`src/rtl/countdown_pkg.sv`:
```
// Shared types and defaults for the countdown timer.
package countdown_pkg;

    typedef enum logic [1:0] {
        IDLE = 2'd0,
        RUN  = 2'd1,
        HOLD = 2'd2
    } cd_state_t;

    localparam int CD_TICKS_PER_STEP = 1000;

endpackage

```
`src/rtl/countdown_prescaler.sv`:
```
// Step prescaler: counts enabled cycles and flags the last cycle of each step.
import countdown_pkg::*;

module countdown_prescaler #(
    parameter int TICKS_PER_STEP = CD_TICKS_PER_STEP
) (
    input  logic clk,
    input  logic rst_n,
    input  logic clear,
    input  logic enable,
    output logic tick
);

    localparam int PW = (TICKS_PER_STEP > 1) ? $clog2(TICKS_PER_STEP) : 1;
    localparam logic [PW-1:0] LAST = PW'(TICKS_PER_STEP - 1);

    logic [PW-1:0] r_cnt;

    assign tick = (r_cnt == LAST);

    // Wraps to zero after the last cycle of a step; frozen while not enabled.
    always_ff @(posedge clk or negedge rst_n) begin
        if (!rst_n)
            r_cnt <= '0;
        else if (clear)
            r_cnt <= '0;
        else if (enable)
            r_cnt <= tick ? '0 : r_cnt + PW'(1);
    end

endmodule

```
`src/rtl/countdown_timer.sv`:
```
// Countdown sequencer: loads a step count and decrements it once per
// TICKS_PER_STEP cycles, with pause, abort and a one-cycle DONE pulse.
// Optional feature: define COUNTDOWN_AUTO_RELOAD_EN to add the REPEAT input,
// which reloads the latched start value on expiry instead of stopping.
import countdown_pkg::*;

module countdown_timer #(
    parameter int STEP_W         = 4,
    parameter int TICKS_PER_STEP = CD_TICKS_PER_STEP
) (
    input  logic              CLK,
    input  logic              RESETN,
    input  logic              START,
    input  logic [STEP_W-1:0] START_VAL,
    input  logic              PAUSE,
    input  logic              ABORT,
    output logic [STEP_W-1:0] COUNT_DOWN,
    output logic              RUNNING,
    output logic              PAUSED,
    output logic              STEP_TICK,
    output logic              DONE
`ifdef COUNTDOWN_AUTO_RELOAD_EN
    ,
    input  logic              REPEAT
`endif
);

    cd_state_t         r_state, w_state_nxt;
    logic [STEP_W-1:0] r_count, w_count_nxt;
    logic [STEP_W-1:0] r_start_val, w_start_val_nxt;
    logic              r_running, r_paused, r_step_tick, r_done;
    logic              w_running_nxt, w_paused_nxt, w_step_tick_nxt, w_done_nxt;
    logic              w_tick, w_adv, w_term, w_repeat, w_clear;

`ifdef COUNTDOWN_AUTO_RELOAD_EN
    assign w_repeat = REPEAT;
`else
    assign w_repeat = 1'b0;
`endif

    // The prescaler only advances on cycles where the count is really moving;
    // releasing PAUSE in HOLD advances on that same edge, so each edge with
    // PAUSE sampled high costs exactly one cycle of delay.
    assign w_adv   = (r_state != IDLE) && !ABORT && !START && !PAUSE;
    assign w_term  = w_adv && w_tick && (r_count == STEP_W'(1));
    assign w_clear = ABORT || START;

    countdown_prescaler #(
        .TICKS_PER_STEP(TICKS_PER_STEP)
    ) u_prescaler (
        .clk   (CLK),
        .rst_n (RESETN),
        .clear (w_clear),
        .enable(w_adv),
        .tick  (w_tick)
    );

    // State register.
    always_ff @(posedge CLK or negedge RESETN) begin
        if (!RESETN)
            r_state <= IDLE;
        else
            r_state <= w_state_nxt;
    end

    // Next state: ABORT beats START beats PAUSE.
    always_comb begin
        w_state_nxt = r_state;
        if (ABORT)
            w_state_nxt = IDLE;
        else if (START)
            w_state_nxt = (START_VAL != '0) ? RUN : IDLE;
        else if (r_state != IDLE) begin
            if (PAUSE)
                w_state_nxt = HOLD;
            else if (w_term && !w_repeat)
                w_state_nxt = IDLE;
            else
                w_state_nxt = RUN;
        end
    end

    // Next values of the count, latched start and registered status outputs.
    always_comb begin
        w_count_nxt     = r_count;
        w_start_val_nxt = r_start_val;
        if (ABORT)
            w_count_nxt = '0;
        else if (START) begin
            w_count_nxt = START_VAL;
            if (START_VAL != '0)
                w_start_val_nxt = START_VAL;
        end else if (w_adv && w_tick && (r_count != '0))
            w_count_nxt = (w_term && w_repeat) ? r_start_val : r_count - STEP_W'(1);
        w_step_tick_nxt = w_adv && w_tick && (r_count != '0);
        w_done_nxt      = w_term;
        w_running_nxt   = (w_state_nxt != IDLE);
        w_paused_nxt    = (w_state_nxt == HOLD);
    end

    // Output and datapath registers.
    always_ff @(posedge CLK or negedge RESETN) begin
        if (!RESETN) begin
            r_count     <= '0;
            r_start_val <= '0;
            r_running   <= 1'b0;
            r_paused    <= 1'b0;
            r_step_tick <= 1'b0;
            r_done      <= 1'b0;
        end else begin
            r_count     <= w_count_nxt;
            r_start_val <= w_start_val_nxt;
            r_running   <= w_running_nxt;
            r_paused    <= w_paused_nxt;
            r_step_tick <= w_step_tick_nxt;
            r_done      <= w_done_nxt;
        end
    end

    assign COUNT_DOWN = r_count;
    assign RUNNING    = r_running;
    assign PAUSED     = r_paused;
    assign STEP_TICK  = r_step_tick;
    assign DONE       = r_done;

endmodule
```
`config.mk`:
```
export PLATFORM = sky130hd
export DESIGN_NAME = countdown_timer
export DESIGN_NICKNAME = d
export VERILOG_FILES = /design/src/rtl/countdown_pkg.sv /design/src/rtl/countdown_prescaler.sv /design/src/rtl/countdown_timer.sv
export SDC_FILE = /design/constraint.sdc
export NUM_CORES = 1
export LEC_CHECK = 0
export ABC_CLOCK_PERIOD_IN_PS = 6300
export BUFFER_PORTS_ARGS = -buffer_cell sky130_fd_sc_hd__buf_2
export CAP_MARGIN = 20
export CORE_UTILIZATION = 51
export CTS_BUF_LIST = sky130_fd_sc_hd__clkbuf_16
export CTS_CLUSTER_SIZE = 40
export DETAILED_ROUTE_END_ITERATION = 12
export GPL_ROUTABILITY_DRIVEN = 0
export PLACE_DENSITY = 0.79
export SLEW_MARGIN = 40
export SYNTH_ARGS = -nofsm -noshare
export SYNTH_HDL_FRONTEND = slang
export SYNTH_SLANG_ARGS = --single-unit
```
`constraint.sdc`:
```
create_clock -name CLK -period 6.3 [get_ports CLK]
set_input_delay 0 -clock CLK [delete_from_list [all_inputs] [get_ports CLK]]
set_output_delay 0 -clock CLK [all_outputs]
set_load 0.02 [all_outputs]
```
==> results_dict.tcl, run 1 <==
set metrics [dict create \
    drv_slew 0 \
    grt_pass1_wl_mm 4.22 \
    io_pins 17 \
    first_global_vias 935 \
    synth-seq-cells 20 \
    clockBufferDepth 2 \
    drt_pass1_iterations 4 \
    cpPeakStageDelay_ns 0.55 \
    fin_cells 161 \
    p_clk_frac 0.440 \
    clk_pin_slew_worst_paths_ns 0.05 \
    power_density_mw_per_mm2 230 \
    dieWidth_um 48.6 \
    holdWs_ns 0.0137 \
    antenna_found_initial 0 \
    required_ns 6.45 \
    status "finished, final reports clean" \
    combPwrFrac 0.102 \
    drive_gt1_frac 0.179 \
    tns_ns 0 \
    h-tree-depth 1 \
    rrSetupSlack_ns 4.01 \
    synthAdderAreaFrac 0.0452 \
    rsz0062_at_grt "no" \
    die_y_um 48.6 \
    start_kind "register" \
    p_sw_frac 0.232 \
    p_seq_frac 0.457 \
    yosysSeqAreaShare 0.452 \
    p_switching_mw 0.0687 \
    synth_warnings 0 \
    cts_tree "yes" \
    fin_skew_ns 0.000996 \
    grt_max_degree 21 \
    synth_cell_types 38 \
    crit_type "register to register" \
    syn_nets 130 \
    setup_violations 0 \
    grt_usage 0.239 \
    vias_per_cell 6.09 \
    grt-ovfl-total 0 \
    fmax_mhz 437 \
    synth-simple-area-share 0.255 \
    syn_inst 117 \
    io_buffers 16 \
    drt-total-wl_mm 2.40 \
    cts_resized 0 \
    cts-root-buf "clkbuf_16" \
    synth_compound_area_frac 0.189 \
    worstSetupEndpointType "register" \
    design.core.area_mm2 0.00200 \
    leakagePower_nw 0.583 \
    path_delay_family "simple AND/OR/NAND/NOR gates" \
    fin_crit_ns 2.29 \
    dieArea_mm2 0.00236 \
    placed_cells 156 \
    period_share 0.364 \
    synth_mux_area_frac 0 \
    p_int_mw 0.228 \
    layout_commonest_cell "dfrtp_1" \
    critical_path.max_fanout 7 \
    maxSlewHeadroom 0.450 \
    drc 0 \
    ant_nets 0 \
    nets 148 \
    worstMarginPinSlew_ns 0.818 \
    arrival_ns 2.44 \
    syn_area_per_cell_um2 9.45 \
    clock_latency_ns 0.25 \
    cp_slowest_cell "or4b_1" \
    postCtsSetupBuffers 0 \
    area_growth_pct 16.9 \
    maxCapViolations 0 \
    mostFrequentLayoutCells "dfrtp_1, buf_2, nand2_1" \
    crit_buf_inv 0 \
    avgRoutedWirePerCell_um 14.9 \
    vias 980 \
    path_cells "ha_1 > and4b_1 > or4b_1 > or4_1 > a311oi_1" \
    dp_hpwl_mm 1.72 \
    synth_top_family_by_area "simple AND/OR/NAND/NOR gates" \
    drt-initial-drc-count 39 \
    row_count 16 \
    numCtsBuffers 3 \
    hold_violations 0 \
    peakVddDrop_mv 0.158 \
    initial_core_util 0.553 \
    cts_hold_buf 1 \
    hp-class "primary input to register" \
    synth_area_mm2 0.00111 \
    finish.utilization 0.646 \
    diodes 0 \
    synth_xor_area_frac 0.0238 \
    cts.sinks 20 \
]
final cells by class:
type                       count  area, um2
fill                         166        709
multi-input combinational     87        567
timing repair buffer          17       90.1
clock buffer                   3       75.1
clock inverter                 1       3.75
sequential                    20        500
inverter                       6       22.5
tap                           27       33.8
flip-flops by register name (all words and copies together), names as in the netlist:
| signal | count |
|---|---|
| PAUSED | 1 |
| COUNT_DOWN | 4 |
| DONE | 1 |
| r_state | 2 |
| u_prescaler.r_cnt | 10 |
| STEP_TICK | 1 |
| RUNNING | 1 |
final timing paths:
path | end | from | cells past startpoint
setup / recovery | COUNT_DOWN[3] | u_prescaler.r_cnt[0] | 5
hold / removal | u_prescaler.r_cnt[2] | START | 2
setup reg to reg | COUNT_DOWN[3] | u_prescaler.r_cnt[0] | 5
hold reg to reg | u_prescaler.r_cnt[9] | u_prescaler.r_cnt[9] | 1
max in group asynchronous | u_prescaler.r_cnt[2] | RESETN | 2
min in group asynchronous | RUNNING | RESETN | 2
cells in the mapped netlist:
library cell | n | area [um2]
nand3b_1 | 2 | 15.0
or4_1 | 2 | 15.0
xnor2_1 | 2 | 17.5
o21a_1 | 1 | 7.51
o31a_1 | 1 | 8.76
xor2_1 | 1 | 8.76
and4b_1 | 1 | 10.0
o21ai_0 | 8 | 40.0
o21bai_1 | 2 | 15.0
nor3_1 | 6 | 30.0
ha_1 | 4 | 50.1
a21bo_2 | 1 | 10.0
o31ai_1 | 1 | 7.51
or4b_1 | 1 | 10.0
buf_2 | 1 | 5.00
nand4_2 | 1 | 12.5
o2111ai_1 | 1 | 8.76
clkbuf_1 | 3 | 11.3
a31oi_1 | 5 | 31.3
or3_1 | 2 | 12.5
inv_1 | 6 | 22.5
nor3b_1 | 3 | 22.5
nor2_1 | 5 | 18.8
or2_2 | 1 | 6.26
o21ba_2 | 1 | 10.0
a311oi_1 | 3 | 26.3
a32o_1 | 1 | 10.0
or3_2 | 1 | 7.51
a221oi_1 | 1 | 8.76
dfrtp_1 | 20 | 500
nand2_1 | 11 | 41.3
nor2b_1 | 1 | 6.26
nor4_1 | 1 | 6.26
nand3_1 | 5 | 25.0
and3_1 | 4 | 25.0
and3b_1 | 1 | 8.76
nor4b_1 | 1 | 8.76
a21oi_1 | 5 | 25.0
routing by layer:
layer,vias up,GRT usage,routed length (um)
met5,-,0,0
met4,0,0.113,44
met3,5,0.0283,132
met2,36,0.369,1100
met1,467,0.335,1120
li1,472,-,-
cells by family (layout without fill, tap and decap cells):
logic type,count (synthesis),after routing
adder cells (fa/ha/maj),4,4
flip-flops,20,20
buffers and inverters,10,27
XOR/XNOR,3,3
AO/OA/AOI/OAI,31,31
AND/OR/NAND/NOR,49,49
power by group through the flow:
stage | sequential (mW) | clock, mW | combinational [mW]
after floorplan | 0.140 | 0 | 0.0155
after global placement | 0.138 | 0 | 0.0289
after detailed placement | 0.138 | 0 | 0.0299
after CTS | 0.136 | 0.133 | 0.0306
after global routing | 0.136 | 0.139 | 0.0343
final | 0.136 | 0.131 | 0.0304
worst register-to-register path, delay by kind of cell (launching register included):
kind | cells | cell delay, ns
adder cells (fa/ha/maj) | 1 | 0.20
AO/OA/AOI/OAI | 1 | 0.27
flip-flops | 1 | 0.40
AND/OR/NAND/NOR | 3 | 1.32
stage by stage:
| stage | setup slack, ns | total power [mW] | area, um2 |
|---|---|---|---|
| final | 4.01 | 0.297 | 1290 |
| after global routing | 3.86 | 0.310 | 1290 |
| after CTS | 4.00 | 0.300 | 1290 |
| after detailed placement | 4.04 | 0.168 | 1200 |
| after global placement | 4.12 | 0.167 | 1200 |
| after floorplan | 4.00 | 0.156 | 1110 |
(Power assumes the default switching activity.)
==> run 2, diff against run 1 <==
--- a/config.mk
+++ b/config.mk
@@ -5,10 +5,10 @@
 export SDC_FILE = /design/constraint.sdc
 export NUM_CORES = 1
 export LEC_CHECK = 0
-export ABC_CLOCK_PERIOD_IN_PS = 6300
+export ABC_CLOCK_PERIOD_IN_PS = 1900
 export BUFFER_PORTS_ARGS = -buffer_cell sky130_fd_sc_hd__buf_2
 export CAP_MARGIN = 20
-export CORE_UTILIZATION = 51
+export CORE_UTILIZATION = 49
 export CTS_BUF_LIST = sky130_fd_sc_hd__clkbuf_16
 export CTS_CLUSTER_SIZE = 40
 export DETAILED_ROUTE_END_ITERATION = 12
==> constraint.sdc (replaced) <==
create_clock -name CLK -period 1.9 [get_ports CLK]
set_input_delay 0 -clock CLK [delete_from_list [all_inputs] [get_ports CLK]]
set_output_delay 0 -clock CLK [all_outputs]
set_load 0.02 [all_outputs]
==> results_dict.tcl, run 2 (synthesis gave the netlist of run 1 again) <==
set metrics [dict create \
    start_kind "register" \
    vias_per_cell 5.81 \
    numCtsBuffers 3 \
    initial_core_util 0.542 \
    grt_usage 0.245 \
    maxSlewHeadroom 0.589 \
    drc 0 \
    grtUsageMet3 0.0463 \
    die_y_um 49.5 \
    critical_path.max_fanout 4 \
    first_global_vias 1017 \
    clock_latency_ns 0.25 \
    cts.sinks 20 \
    ant_nets 0 \
    placed_cells 172 \
    crit_type "register to register" \
    cts-root-buf "clkbuf_16" \
    drive_gt1_frac 0.353 \
    arrival_ns 2.12 \
    cts_tree "yes" \
    grt-ovfl-total 0 \
    io_buffers 16 \
    required_ns 2.06 \
    io_pins 17 \
    place_area_mm2 0.00134 \
    clockBufferDepth 2 \
    worstSetupEndpointType "register" \
    setup_violations 2 \
    antenna_found_initial 0 \
    met1_usage 0.313 \
    holdWs_ns 0.0253 \
    h-tree-depth 1 \
    fin_crit_ns 1.96 \
    hp-class "primary input to register" \
    use_met2 0.416 \
    drt-initial-drc-count 29 \
    nets 167 \
    grt_max_degree 21 \
    fin_cells 180 \
    worstMarginPinSlew_ns 0.615 \
    drt_pass1_iterations 4 \
    row_count 16 \
    rsz0062_at_grt "yes" \
    hold_violations 0 \
    status "finished, violations left" \
    period_share 1.03 \
    drt-total-wl_mm 2.68 \
    fill_cells 146 \
    layout_commonest_cell "buf_4" \
    clk_pin_slew_worst_paths_ns 0.06 \
    drv_slew 0 \
    grt_pass1_wl_mm 4.53 \
    setup_slack_ns -0.0646 \
    top_register "u_prescaler.r_cnt" \
    tns_ns -0.0828 \
    fmax_mhz 509 \
    peakVddDrop_mv 0.662 \
    design.core.area_mm2 0.00204 \
    largest_reg_flops 10 \
    maxCapViolations 0 \
    leakagePower_nw 0.692 \
    power_density_mw_per_mm2 768 \
    stdcell_area_mm2 0.00149 \
    fin_skew_ns 0.00517 \
    vias 1046 \
    dp_hpwl_mm 1.85 \
    violations "negative setup slack" \
    avgRoutedWirePerCell_um 14.9 \
    diodes 0 \
    area_growth_pct 35.0 \
    dieWidth_um 49.5 \
    dieArea_mm2 0.00245 \
    mostFrequentLayoutCells "buf_4, dfrtp_1, buf_2" \
    busiest_layer "met2" \
]
## run 2: changes by cell type in the layout (fill, tap and decap cells not counted), sizes merged
cell    before  now
clkinv       1    0
buf         16   35
bufinv       0    1
## run 2: path summary, 6_finish.rpt
path | startpoint | depth (start not counted) | slack, ns | end
hold / removal | ABORT | 2 | 0.03 | COUNT_DOWN[0]
min in group asynchronous | RESETN | 2 | 0.24 | COUNT_DOWN[3]
hold reg to reg | u_prescaler.r_cnt[9] | 1 | 0.49 | u_prescaler.r_cnt[9]
setup / recovery | u_prescaler.r_cnt[0] | 5 | -0.06 | COUNT_DOWN[3]
max in group asynchronous | RESETN | 2 | 1.32 | COUNT_DOWN[1]
setup reg to reg | u_prescaler.r_cnt[0] | 5 | -0.06 | COUNT_DOWN[3]
## run 2: worst max-delay path, stage by stage, from the launching register on
cell and delay [ns]:
dfrtp_1 0.36, ha_2 0.18, and4b_1 0.22, or4b_4 0.49, or4_1 0.41, a311oi_1 0.21
## run 2: per-stage QoR
step                setup WS, ns  total power [mW]  utilization
floorplan                 -0.203             0.520            -
detailed placement        -0.100             0.573        0.655
global placement         -0.0580             0.569        0.655
global route              -0.144              1.19        0.731
finish                   -0.0646              1.15        0.731
CTS                      -0.0639              1.15        0.713
## run 2: cell type report
cell class	instances	area [um2]	area share
Timing Repair Buffer	36	233	0.156
Multi-Input combinational cell	87	596	0.399
Clock inverter	1	30.0	0.0201
Sequential cell	20	503	0.337
Clock buffer	3	75.1	0.0503
Tap cell	27	33.8	0.0226
Inverter	6	22.5	0.0151
## run 2: power breakdown
| part | total, mW | leakage [nW] | internal, mW | switching [mW] |
|---|---|---|---|---|
| Combinational | 0.123 | 0.371 | 0.0513 | 0.0718 |
| Sequential | 0.449 | 0.269 | 0.439 | 0.0102 |
| Clock | 0.575 | 0.0511 | 0.418 | 0.157 |
| Total | 1.15 | 0.692 | 0.908 | 0.239 |
## run 2: repair_timing
action	in CTS	in global routing
pin swaps	0	2
resized for setup	1	4
hold buffers	1	0
endpoints found under the setup margin	2	6
setup buffers	0	3
hold endpoints to repair	20	0
## run 2: metal layers
| metal | vias up | wire (um) | part of all wire |
|---|---|---|---|
| li1 | 512 | - | - |
| met1 | 496 | 1150 | 0.43 |
| met2 | 34 | 1350 | 0.51 |
| met3 | 4 | 136 | 0.051 |
| met4 | 0 | 38 | 0.014 |
| met5 | - | 0 | 0 |
==> run 3, diff against run 2 <==
--- a/config.mk
+++ b/config.mk
@@ -13,7 +13,7 @@
 export CTS_CLUSTER_SIZE = 40
 export DETAILED_ROUTE_END_ITERATION = 12
 export GPL_ROUTABILITY_DRIVEN = 0
-export PLACE_DENSITY = 0.79
+export PLACE_DENSITY = 0.83
 export SLEW_MARGIN = 40
 export SYNTH_ARGS = -nofsm -noshare
 export SYNTH_HDL_FRONTEND = slang
==> results_dict.tcl, run 3 (synthesis gave the netlist of run 1 again) <==
set metrics [dict create \
    avgRoutedWirePerCell_um 16.6 \
    peakVddDrop_mv 0.687 \
    power_density_mw_per_mm2 675 \
    first_global_vias 1136 \
    placed_cells 170 \
    p_switching_mw 0.232 \
    ff2ff_path_depth 6 \
    start_kind "register" \
    busiest_layer "met2" \
    rrSetupSlack_ns -0.05 \
    rsz0062_at_grt "yes" \
    path_depth 6 \
    setup_slack_ns -0.0526 \
    fin_crit_ns 1.95 \
    worstMarginPinSlew_ns 0.597 \
    drt_pass1_iterations 4 \
    top_register "u_prescaler.r_cnt" \
    arrival_ns 2.11 \
    worstSetupEndpointType "register" \
    min_from "ABORT" \
    grt_usage 0.285 \
    crit_type "register to register" \
    cts_tree "yes" \
    io_pins 17 \
    dieArea_mm2 0.00245 \
    p_seq_frac 0.449 \
    place_area_mm2 0.00132 \
    stdcell_area_mm2 0.00149 \
    fin_skew_ns 0.00510 \
    drc 0 \
    grt_pass1_wl_mm 5.23 \
    diodes 0 \
    drive_gt1_frac 0.368 \
    cp-endpoint "COUNT_DOWN[3]" \
    area_growth_pct 34.3 \
    ant_nets 0 \
    rr_endpoint "COUNT_DOWN[3]" \
    finish.utilization 0.727 \
    layout_commonest_cell "buf_4" \
    p_clk_frac 0.422 \
    maxCapViolations 0 \
    setup_violations 1 \
    h-tree-depth 1 \
    period_share 1.03 \
    status "finished, violations left" \
    clock_latency_ns 0.25 \
    critical_path.max_fanout 4 \
    dieWidth_um 49.5 \
    combPwrFrac 0.129 \
    grtUsageMet3 0.0648 \
    fmax_mhz 512 \
    leakagePower_nw 0.683 \
    antenna_found_initial 0 \
    mostFrequentLayoutCells "buf_4, dfrtp_1, buf_2" \
    hold_violations 0 \
    design.core.area_mm2 0.00204 \
    cts-root-buf "clkbuf_16" \
    vias_per_cell 5.99 \
    largest_reg_flops 10 \
    crit_buf_inv 1 \
    cp_slowest_cell "or4b_4" \
    numCtsBuffers 3 \
    drt-total-wl_mm 2.98 \
    dp_hpwl_mm 2.05 \
    use_met2 0.509 \
    maxSlewHeadroom 0.601 \
    r2r_start "COUNT_DOWN[1]" \
    grt_max_degree 21 \
    clk_pin_slew_worst_paths_ns 0.06 \
    path_cells "inv_2 > ha_2 > nor3b_4 > or4b_4 > or4_4 > a311oi_2" \
    met1_usage 0.334 \
    grt-ovfl-total 0 \
    cts.sinks 20 \
    startpoint "COUNT_DOWN[1]" \
    initial_core_util 0.542 \
    required_ns 2.06 \
    path_delay_family "simple AND/OR/NAND/NOR gates" \
    drt-initial-drc-count 35 \
    io_buffers 16 \
    die_y_um 49.5 \
    hp-class "primary input to register" \
    p_int_mw 0.771 \
    vias 1073 \
    clockBufferDepth 2 \
    violations "negative setup slack" \
    row_count 16 \
    p_sw_frac 0.231 \
    tns_ns -0.0526 \
    fin_cells 179 \
    nets 167 \
    cpPeakStageDelay_ns 0.51 \
    drv_slew 0 \
]
==> run 3: cell types whose count changed in the layout (fill, tap and decap cells not counted), sizes merged <==
cell	change
bufinv	-1
==> run 3: repair_timing <==
action	4_1_cts	5_1_grt
endpoints found under the setup margin	5	3
buffers inserted	3	2
endpoints found under the hold margin	20	0
hold buffers	1	0
pin swaps	5	2
gates resized for setup	5	3
==> run 3: area by class of cell <==
cell class / count / area (um2)
Sequential cell: 20 / 503
Tap cell: 27 / 33.8
Multi-Input combinational cell: 87 / 618
Inverter: 6 / 22.5
Timing Repair Buffer: 36 / 233
Fill cell: 167 / 557
Clock buffer: 3 / 75.1
==> run 3: worst register-to-register path, stage by stage (launching register included) <==
cell and delay, ns:
dfrtp_2 0.37, inv_2 0.04, ha_2 0.16, nor3b_4 0.15, or4b_4 0.51, or4_4 0.43, a311oi_2 0.19
==> run 3: worst min path at each step <==
stage | end | cells past startpoint
after floorplan | COUNT_DOWN[0] | 0
after global placement | PAUSED | 1
after detailed placement | r_state[1] | 1
after CTS | COUNT_DOWN[2] | 2
after global routing | COUNT_DOWN[3] | 2
final | COUNT_DOWN[3] | 2
==> run 3: per-layer routing <==
layer,wire (um),vias up
met5,0,-
met4,52,0
met3,147,9
met2,1540,46
met1,1240,513
li1,-,505
==> run 3: power by group through the flow <==
stage	sequential (mW)	clock [mW]	combinational, mW
finish	0.451	0.423	0.129
global route	0.452	0.459	0.143
CTS	0.450	0.436	0.125
detailed placement	0.457	0	0.118
global placement	0.456	0	0.113
floorplan	0.467	0	0.0526
==> run 3: through the flow <==
| step | hold WS (ns) | power [mW] | setup slack, ns |
|---|---|---|---|
| global route | 0.0628 | 1.05 | -0.149 |
| finish | 0.0437 | 1.00 | -0.0526 |
| global placement | -0.0327 | 0.569 | -0.0552 |
| floorplan | -0.296 | 0.520 | -0.203 |
| CTS | 0.0375 | 1.01 | -0.0931 |
| detailed placement | -0.0325 | 0.574 | -0.165 |
